## config.mk

```make
export PLATFORM = sky130hd
export DESIGN_NAME = mc_stage
export DESIGN_NICKNAME = d
export VERILOG_FILES = /design/src/rtl/aes_pkg.sv /design/src/rtl/mc_column.sv /design/src/rtl/mc_stage.sv
export SDC_FILE = /design/constraint.sdc
export NUM_CORES = 1
export LEC_CHECK = 0
export ABC_AREA = 1
export CAP_MARGIN = 20
export CORE_MARGIN = 2
export CORE_UTILIZATION = 50
export CTS_CLUSTER_SIZE = 16
export DETAILED_ROUTE_END_ITERATION = 10
export PLACE_DENSITY = 0.92
export SLEW_MARGIN = 10
export SYNTH_ARGS = -nofsm -noshare
export SYNTH_HDL_FRONTEND = slang
export SYNTH_HIERARCHICAL = 1
export SYNTH_SLANG_ARGS = --single-unit
```

## constraint.sdc

```tcl
create_clock -name clk -period 5.8 [get_ports clk]
set_input_delay 1.16 -clock clk [delete_from_list [all_inputs] [get_ports clk]]
set_output_delay 1.16 -clock clk [all_outputs]
set_load 0.02 [all_outputs]
```

## src/rtl/aes_pkg.sv

```systemverilog
// Shared AES definitions: MixColumns FSM states, GF(2^8) xtime,
// reduction constant and the row/column byte-position helper.
package aes_pkg;

  localparam logic [7:0] AES_POLY = 8'h1B;

  typedef enum logic [2:0] {
    IDLE,
    COL0,
    COL1,
    COL2,
    COL3,
    DONE
  } mc_state_t;

  function automatic logic [7:0] xtime(input logic [7:0] b);
    return {b[6:0], 1'b0} ^ (b[7] ? AES_POLY : 8'h00);
  endfunction

  // LSB position of byte (r,c) in a 128-bit state whose row r is
  // at [127-32r -: 32] and byte c of a row at [31-8c -: 8].
  function automatic logic [6:0] byte_lsb(input logic [1:0] r,
                                          input logic [1:0] c);
    return {~r, ~c, 3'b000};
  endfunction

endpackage

```

## src/rtl/mc_column.sv

```systemverilog
// Combinational single-column (Inv)MixColumns mixer.
// Ports: col_i (s0 in [31:24]) -> col_o; inv under MC_INVERSE_EN.
module mc_column
  import aes_pkg::*;
(
  input  logic [31:0] col_i,
`ifdef MC_INVERSE_EN
  input  logic        inv,
`endif
  output logic [31:0] col_o
);

  logic [7:0] s [4];
  logic [7:0] x [4];
  logic [7:0] f [4];

  always_comb begin
    for (int r = 0; r < 4; r++) begin
      s[r] = col_i[31-8*r -: 8];
      x[r] = xtime(s[r]);
    end
    f[0] = x[0] ^ x[1] ^ s[1] ^ s[2] ^ s[3];
    f[1] = s[0] ^ x[1] ^ x[2] ^ s[2] ^ s[3];
    f[2] = s[0] ^ s[1] ^ x[2] ^ x[3] ^ s[3];
    f[3] = x[0] ^ s[0] ^ s[1] ^ s[2] ^ x[3];
  end

`ifdef MC_INVERSE_EN
  logic [7:0] x2 [4];
  logic [7:0] x3 [4];
  logic [7:0] m9 [4];
  logic [7:0] mb [4];
  logic [7:0] md [4];
  logic [7:0] me [4];
  logic [7:0] g  [4];

  // 9,B,D,E built from the 2x/4x/8x xtime chain.
  always_comb begin
    for (int r = 0; r < 4; r++) begin
      x2[r] = xtime(x[r]);
      x3[r] = xtime(x2[r]);
      m9[r] = x3[r] ^ s[r];
      mb[r] = x3[r] ^ x[r] ^ s[r];
      md[r] = x3[r] ^ x2[r] ^ s[r];
      me[r] = x3[r] ^ x2[r] ^ x[r];
    end
    g[0] = me[0] ^ mb[1] ^ md[2] ^ m9[3];
    g[1] = m9[0] ^ me[1] ^ mb[2] ^ md[3];
    g[2] = md[0] ^ m9[1] ^ me[2] ^ mb[3];
    g[3] = mb[0] ^ md[1] ^ m9[2] ^ me[3];
  end

  assign col_o = inv ? {g[0], g[1], g[2], g[3]}
                     : {f[0], f[1], f[2], f[3]};
`else
  assign col_o = {f[0], f[1], f[2], f[3]};
`endif

endmodule

```

## src/rtl/mc_stage.sv

```systemverilog
// Sequential MixColumns stage: one column per clock, 5 cycles start-to-done.
// Ports: clk, n_rst, mc_enable, last_round, data -> mc_out, mc_busy, mc_done.
// Build macro MC_INVERSE_EN adds inv_mode (InvMixColumns select).
module mc_stage
  import aes_pkg::*;
(
  input  logic         clk,
  input  logic         n_rst,
  input  logic         mc_enable,
  input  logic         last_round,
  input  logic [127:0] data,
`ifdef MC_INVERSE_EN
  input  logic         inv_mode,
`endif
  output logic [127:0] mc_out,
  output logic         mc_busy,
  output logic         mc_done
);

  mc_state_t    state_q;
  logic [127:0] mc_q;
  logic [127:0] mc_d;
  logic         last_q;
  logic         busy_q;
  logic         done_q;
  logic [1:0]   col_idx;
  logic [31:0]  col;
  logic [31:0]  mix;
`ifdef MC_INVERSE_EN
  logic         inv_q;
`endif

  always_comb begin
    unique case (state_q)
      COL1:    col_idx = 2'd1;
      COL2:    col_idx = 2'd2;
      COL3:    col_idx = 2'd3;
      default: col_idx = 2'd0;
    endcase
  end

  always_comb begin
    col = '0;
    for (int r = 0; r < 4; r++)
      col[31-8*r -: 8] = mc_q[byte_lsb(2'(r), col_idx) +: 8];
  end

  mc_column u_col (
    .col_i (col),
`ifdef MC_INVERSE_EN
    .inv   (inv_q),
`endif
    .col_o (mix)
  );

  // Only the selected column changes; bypass keeps it as captured.
  always_comb begin
    mc_d = mc_q;
    if (!last_q)
      for (int r = 0; r < 4; r++)
        mc_d[byte_lsb(2'(r), col_idx) +: 8] = mix[31-8*r -: 8];
  end

  always_ff @(posedge clk) begin
    if (!n_rst) begin
      state_q <= IDLE;
      mc_q    <= '0;
      last_q  <= 1'b0;
      busy_q  <= 1'b0;
      done_q  <= 1'b0;
`ifdef MC_INVERSE_EN
      inv_q   <= 1'b0;
`endif
    end else begin
      unique case (state_q)
        IDLE, DONE: begin
          done_q <= 1'b0;
          if (mc_enable) begin
            mc_q    <= data;
            last_q  <= last_round;
`ifdef MC_INVERSE_EN
            inv_q   <= inv_mode;
`endif
            state_q <= COL0;
            busy_q  <= 1'b1;
          end else begin
            state_q <= IDLE;
            busy_q  <= 1'b0;
          end
        end
        COL0: begin
          mc_q    <= mc_d;
          state_q <= COL1;
        end
        COL1: begin
          mc_q    <= mc_d;
          state_q <= COL2;
        end
        COL2: begin
          mc_q    <= mc_d;
          state_q <= COL3;
        end
        COL3: begin
          mc_q    <= mc_d;
          state_q <= DONE;
          busy_q  <= 1'b0;
          done_q  <= 1'b1;
        end
        default: begin
          state_q <= IDLE;
          busy_q  <= 1'b0;
          done_q  <= 1'b0;
        end
      endcase
    end
  end

  assign mc_out  = mc_q;
  assign mc_busy = busy_q;
  assign mc_done = done_q;

endmodule

```

# --- Word-level counts from Yosys, hierarchy flattened ---
# Index checks and enable logic that the tools add are counted.
totals:
  ff_bits: 134
  in_bits: 132
op_classes:
  add_sub_neg: 4
  eq_ne: 7
  n_shift: 12
  mux: 17
  bitwise: 21
  n_reduce_logical: 7
ops:
  columns: ["operator", "n"]
  rows:
  - ["128-bit bitwise mux", 4]
  - ["8-bit by 9-bit variable shift with 128-bit output (first input constant)", 4]
  - ["8-bit by 9-bit variable part select with 128-bit output", 4]
  - ["128-bit two-way mux", 2]
  - ["128-bit case mux with 2 select lines", 1]
  - ["128-bit by 8-bit variable part select with 8-bit output", 2]
  - ["8-bit XOR", 20]
  - ["128-bit by 6-bit variable part select with 8-bit output", 1]
  - ["128-bit by 7-bit variable part select with 8-bit output", 1]
  - ["5-bit two-way mux", 4]
  - ["7-bit negation with 9-bit output", 2]
  - ["3-bit case mux with 5 select lines", 1]
  - ["5-bit negation with 9-bit output", 1]
  - ["6-bit negation with 9-bit output", 1]
  - ["3-bit by 2-bit == test with 1-bit output (second input constant)", 2]
  - ["3-bit == test (second input constant)", 2]
  - ["2-bit case mux with 3 select lines", 1]
  - ["2-bit inequality test (second input constant)", 2]
  - ["1-bit case mux with 2 select lines", 2]
  - ["4-bit OR reduction", 1]
  - ["3-bit by 1-bit == test with 1-bit output (second input constant)", 1]
  - ["3-bit logical NOT", 1]
  - ["3-bit AND reduction", 1]
  - ["3-bit OR reduction", 1]
  - ["other kinds (5)", 6]

# --- Depth between registers and ports, before layout ---
depth:
  word_depth: 17
  ltp_mapped: 27
  depth_no_buf: 22

# --- Modules after synthesis ---
# The synthesis kept the hierarchy.
modules_own_cells:
  columns: ["module", "n_inst", "cells_each", "area_per_inst_um2", "seq_area_each_um2"]
  rows:
  - ["mc_stage", 1, 1640, 9135.0, 2682.6]
  - ["mc_column", 1, 421, 1873.0, 0.0]

# --- Worst setup path after synthesis ---
# No wires, ideal clock.
synth_timing:
  kind: "register to register"
  from: "register state_q[1]"
  to: "register mc_q[78] (netlist: mc_out[78])"
  setup_time_ns: 0.064
  t_arrival_ns: 3.092
  required_time_ns: 5.736
  path_slack_ns: 2.644
  path_stages_with_launch: 23
  synth_period_minus_slack_ns: 3.156
  path_cell_list: "dfxtp_1 > nor2_1 > nand2_1 > buf_4 > nand2_1 > buf_2 > buf_4 > clkbuf_1 > o21ai_0 > o21ai_0 > inv_1 > nand2_1 > nand3_1 > nand2_1 > xor2_1 > inv_1 > nor2_1 > nand2_1 > nand3_1 > nand2_1 > nand2_1 > nand2_1 > nor2_1"
synth_via:
  elab_cells_between_ends: 60
synth_rtl:
  columns: ["element", "line", "text"]
  rows:
  - ["start, declared", "mc_stage.sv:20", "mc_state_t state_q;"]
  - ["start signal, assigned", "mc_stage.sv:66", "state_q <= IDLE;"]
  - ["start signal, assigned", "mc_stage.sv:84", "state_q <= COL0;"]
  - ["start signal, assigned", "mc_stage.sv:87", "state_q <= IDLE;"]
  - ["3-bit == test / 3-bit by 2-bit == test with 1-bit output (equally long branches)", "mc_stage.sv:34", "unique case (state_q)"]
  - ["2-bit case mux with 3 select lines *", "mc_stage.sv:34", null]
  - ["2-bit NOT *", "aes_pkg.sv:24", "return {~r, ~c, 3'b000};"]
  - ["128-bit by 8-bit variable part select with 8-bit output *", "mc_stage.sv:45", "col[31-8*r -: 8] = mc_q[byte_lsb(2'(r), col_idx) +: 8];"]
  - ["net col[22]", "mc_stage.sv:27", "logic [31:0] col;"]
  - ["8-bit XOR * (3 in a row)", "mc_column.sv:22", "f[0] = x[0] ^ x[1] ^ s[1] ^ s[2] ^ s[3];"]
  - ["net mix[30]", "mc_stage.sv:28", "logic [31:0] mix;"]
  - ["8-bit by 9-bit variable part select with 128-bit output *", "mc_stage.sv:61", "mc_d[byte_lsb(2'(r), col_idx) +: 8] = mix[31-8*r -: 8];"]
  - ["128-bit bitwise mux * (4 in a row)", "mc_stage.sv:61", null]
  - ["128-bit two-way mux *", "mc_stage.sv:59", "if (!last_q)"]
  - ["128-bit case mux with 2 select lines *", "mc_stage.sv:75", "unique case (state_q)"]
  - ["end signal, assigned", "mc_stage.sv:79", "mc_q <= data;"]
  - ["end signal, assigned", "mc_stage.sv:92", "mc_q <= mc_d;"]
  - ["end signal, assigned", "mc_stage.sv:96", "mc_q <= mc_d;"]
  - ["end, declared", "mc_stage.sv:21", "logic [127:0] mc_q;"]
# The timed path passes the listed nets; every way through them passes the cells marked *. The select of a mux whose other input is x is not followed.
# A chain may end at the register's enable or synchronous reset.

# --- Worst setup path after layout ---
layout_timing:
  from: "register state_q[2]"
  to: "register mc_q[58] (netlist: mc_out[58])"
layout_via:
  elab_cells_between_ends: 60
layout_rtl:
  columns: ["element", "line", "text"]
  rows:
  - ["3-bit == test / 3-bit by 2-bit == test with 1-bit output (equally long branches)", "mc_stage.sv:34", null]
  - ["2-bit case mux with 3 select lines *", "mc_stage.sv:34", null]
  - ["2-bit NOT *", "aes_pkg.sv:24", null]
  - ["128-bit by 6-bit variable part select with 8-bit output *", "mc_stage.sv:45", null]
  - ["net col[2]", "mc_stage.sv:27", null]
  - ["8-bit XOR *", "mc_column.sv:23", "f[1] = s[0] ^ x[1] ^ x[2] ^ s[2] ^ s[3];"]
  - ["net mix[18]", "mc_stage.sv:28", null]
  - ["8-bit by 9-bit variable part select with 128-bit output *", "mc_stage.sv:61", null]
  - ["128-bit bitwise mux * (3 in a row)", "mc_stage.sv:61", null]
  - ["128-bit two-way mux *", "mc_stage.sv:59", null]
  - ["128-bit case mux with 2 select lines *", "mc_stage.sv:75", null]
# Marked as above.

==> flow_summary_export.csv <==
group,metric,value,unit
yosys,syn_inst,2061,
final_layout,ff_latch_area,2683,sq um
sta,skew,12.71,ps
floorplan,start_util,50.76,%
sta,tightestPinTransition,1093,ps
sta,fin_setup_tns,0,ps
sta,maxSlewViolCount,0,
yosys,synth_cell_type_count,33,
critical_path,worstPathArrival,4990,ps
detailed_routing,drt_first_pass_iters,6,
yosys,synth_top_area_cell,"nand2_1",
clock_tree,clockBufferDepth,2,
yosys,synth_edf_count,0,
place,dp.final_hpwl,35770,microns
floorplan,fp.dieH,152.4,microns
grt,grt_pass1_vias,13478,
yosys,ys.flop_type,"dfxtp_1",
yosys,synthArstFlopShare,0,%
min_path,holdPathStages,2,
clock_tree,tritoncts,"built",
min_path,hold_path.class,"flop to flop",
detailed_routing,drtIter0Drc,2083,
critical_path,crit_path_start,"state_q[2]",
sta,grt_setup_unrepaired,"false",
floorplan,coreArea,21690,sq um
clock_tree,clock_latency,440,ps
detailed_routing,drtAntennaViolNets,0,
floorplan,ios,262,
clock_tree,cts_max_level,4,
critical_path,crit_fanout,39,
final_layout,nets,2418,
clock_tree,root_buffer,"clkbuf_16",
clock_tree,clk_pin_slew,60,ps
final_layout,num_antenna_cells,0,
status,status,"complete, no violations",
power_and_ir_drop,ir_worst_vdd,0.2815,mV
yosys,synth_nets,2201,
power_and_ir_drop,p_per_area,605.9,nW/um^2
yosys,synth_commonest_cells,"nand2_1, nor2_1, nand3_1",
grt,grt_max_degree,99,
yosys,yosysWarnings,6,
place,portBuffers,261,
yosys,syn_avg_cell_area,5.341,sq um
sta,finalHoldViolations,0,
detailed_routing,vias,14599,
yosys,syn_area,11010,sq um
place,place.gp.congestion,0.9971,
sta,setup_viol,0,
detailed_routing,wl,47720,microns
sta,min_period,4626,ps
place,pre_cts_ws,1381,ps
clock_tree,cts_resized,0,
critical_path,path_class,"flop to flop",
critical_path,crit_required,6170,ps
yosys,ys_seq_elements,134,
yosys,synth_most_common_cell,"nand2_1",
grt,gr-usage-all-layers,39.65,%
final_layout,drive_above_1_share,5.852,%
yosys,synth_area_leaders,"nand2_1, dfxtp_1, nor2_1",
detailed_routing,wl_per_cell,18.57,microns
run,maxCapViolations,0,
critical_path,critPathLaunchType,"flop",
yosys,synth_seq_area_share,24.37,%
grt,grt_pass1_wl,72930,microns
floorplan,die_w,152.4,microns
detailed_routing,avgViaCountPerCell,5.681,
grt,antenna_found_initial,0,
critical_path,r2r-end,"mc_out[58]",
critical_path,critPathCaptureType,"flop",
sta,timing.final.crit_share,79.77,%
final_layout,multi_input_area,7133,sq um
clock_tree,cts-buffers-inserted,17,
yosys,synth_top_area_share,27.38,%
clock_tree,post_cts_buffers,0,
power_and_ir_drop,leakage,0.007107,uW
critical_path,crit_path_end,"mc_out[58]",
final_layout,n_fill_cell,1938,
sta,max_slew_margin,26.60,%
critical_path,ff2ff_path_depth,22,
clock_tree,cts_hold_buffers,0,
grt,grt_overflow,0,
sta,clock.fmax,0.2161,GHz
critical_path,rrSetupSlack,1170,ps
sta,finalWorstSetupSlack,1174,ps
floorplan,fp-row-count,54,
detailed_routing,drc,0,
final_layout,area_growth,31.43,%
floorplan,dieArea,23220,sq um
clock_tree,clock-sinks,134,
critical_path,r2r-start,"state_q[2]",
## worst min path at each step
stage,start,end,slack (ps)
4_1_cts,mc_done,mc_done,480
5_1_grt,mc_done,mc_done,490
6_report,mc_done,mc_done,480
3_3_place_gp,last_q,last_q,460
2_1_floorplan,last_q,last_q,440
3_5_place_dp,mc_done,mc_done,460
## metal layers
layer	vias up	wire [microns]	GRT usage [%]
li1	6838	-	-
met5	-	0	0
met4	0	3243	25.28
met1	6518	18190	49.66
met2	1030	21010	62.66
met3	213	5276	7.651
## logic make-up (layout without fill, tap and decap cells)
group	after synthesis	in the layout	share of synthesized area [%]
buffers and inverters	296	525	10.95
XOR/XNOR	37	37	3.080
AND/OR/NAND/NOR	1417	1417	52.07
flip-flops	134	134	24.37
adder cells (fa/ha/maj)	8	8	0.9093
AO/OA/AOI/OAI	169	169	8.627
## critical path: stages (launching register included)
cell	delay, ps
dfxtp_1	380
inv_2	80
nand3_1	90
buf_4	300
nand2_4	220
inv_2	510
buf_12	290
nor2_1	60
o21ai_0	740
inv_2	170
nand2_1	130
nand2_1	60
nand2_1	50
nand2_1	70
xor2_1	600
inv_1	90
nor2_1	200
nand2_1	80
nand3_1	120
nand2_1	80
nand2_1	70
nand2_1	50
nor2_1	90
## cell type report
type,count,share of cell area [%]
timing repair buffer,311,21.00
tap,280,2.422
clock inverter,13,1.003
clock buffer,18,2.966
sequential,134,18.54
multi-input combinational,1631,49.30
inverter,183,4.765
## state kept, by name, indices dropped and copies added (netlist names)
name and count:
state_q 3, mc_done 1, mc_out 128, last_q 1, mc_busy 1
## layout by cell type, fill, tap and decap left out, types with 8 or more instances in the layout
cell type,n
buf_4,47
dfxtp_1,134
inv_1,155
ha_1,8
xnor2_1,11
inv_2,25
nor2_1,369
clkdlybuf4s50_1,260
o211ai_1,35
or2_0,8
xor2_1,24
nand3_1,179
or2_2,11
nand4_1,26
o21ai_0,109
clkbuf_16,17
nand2_1,802
a21oi_1,20
## per-stage QoR
step                hold slack, ps  total power, uW  util (%)  cells  instance area, sq um
floorplan                    435.8             5160         -   2061                 11010
global route                 490.7             9279     66.71   2570                 14470
detailed placement           456.4             7413     64.00   2538                 13880
global placement             457.9             7303     63.81   2536                 13840
finish                       476.2             8766     66.71   2570                 14470
CTS                          475.1             8541     66.65   2569                 14460
## power by group
group	leakage (uW)	switching, uW	internal, uW
sequential	0.00111	282	1210
combinational	0.00572	4220	1950
clock	0.000274	467	636
total	0.00711	4970	3800
Note: power is estimated with default switching activity, not from simulation.
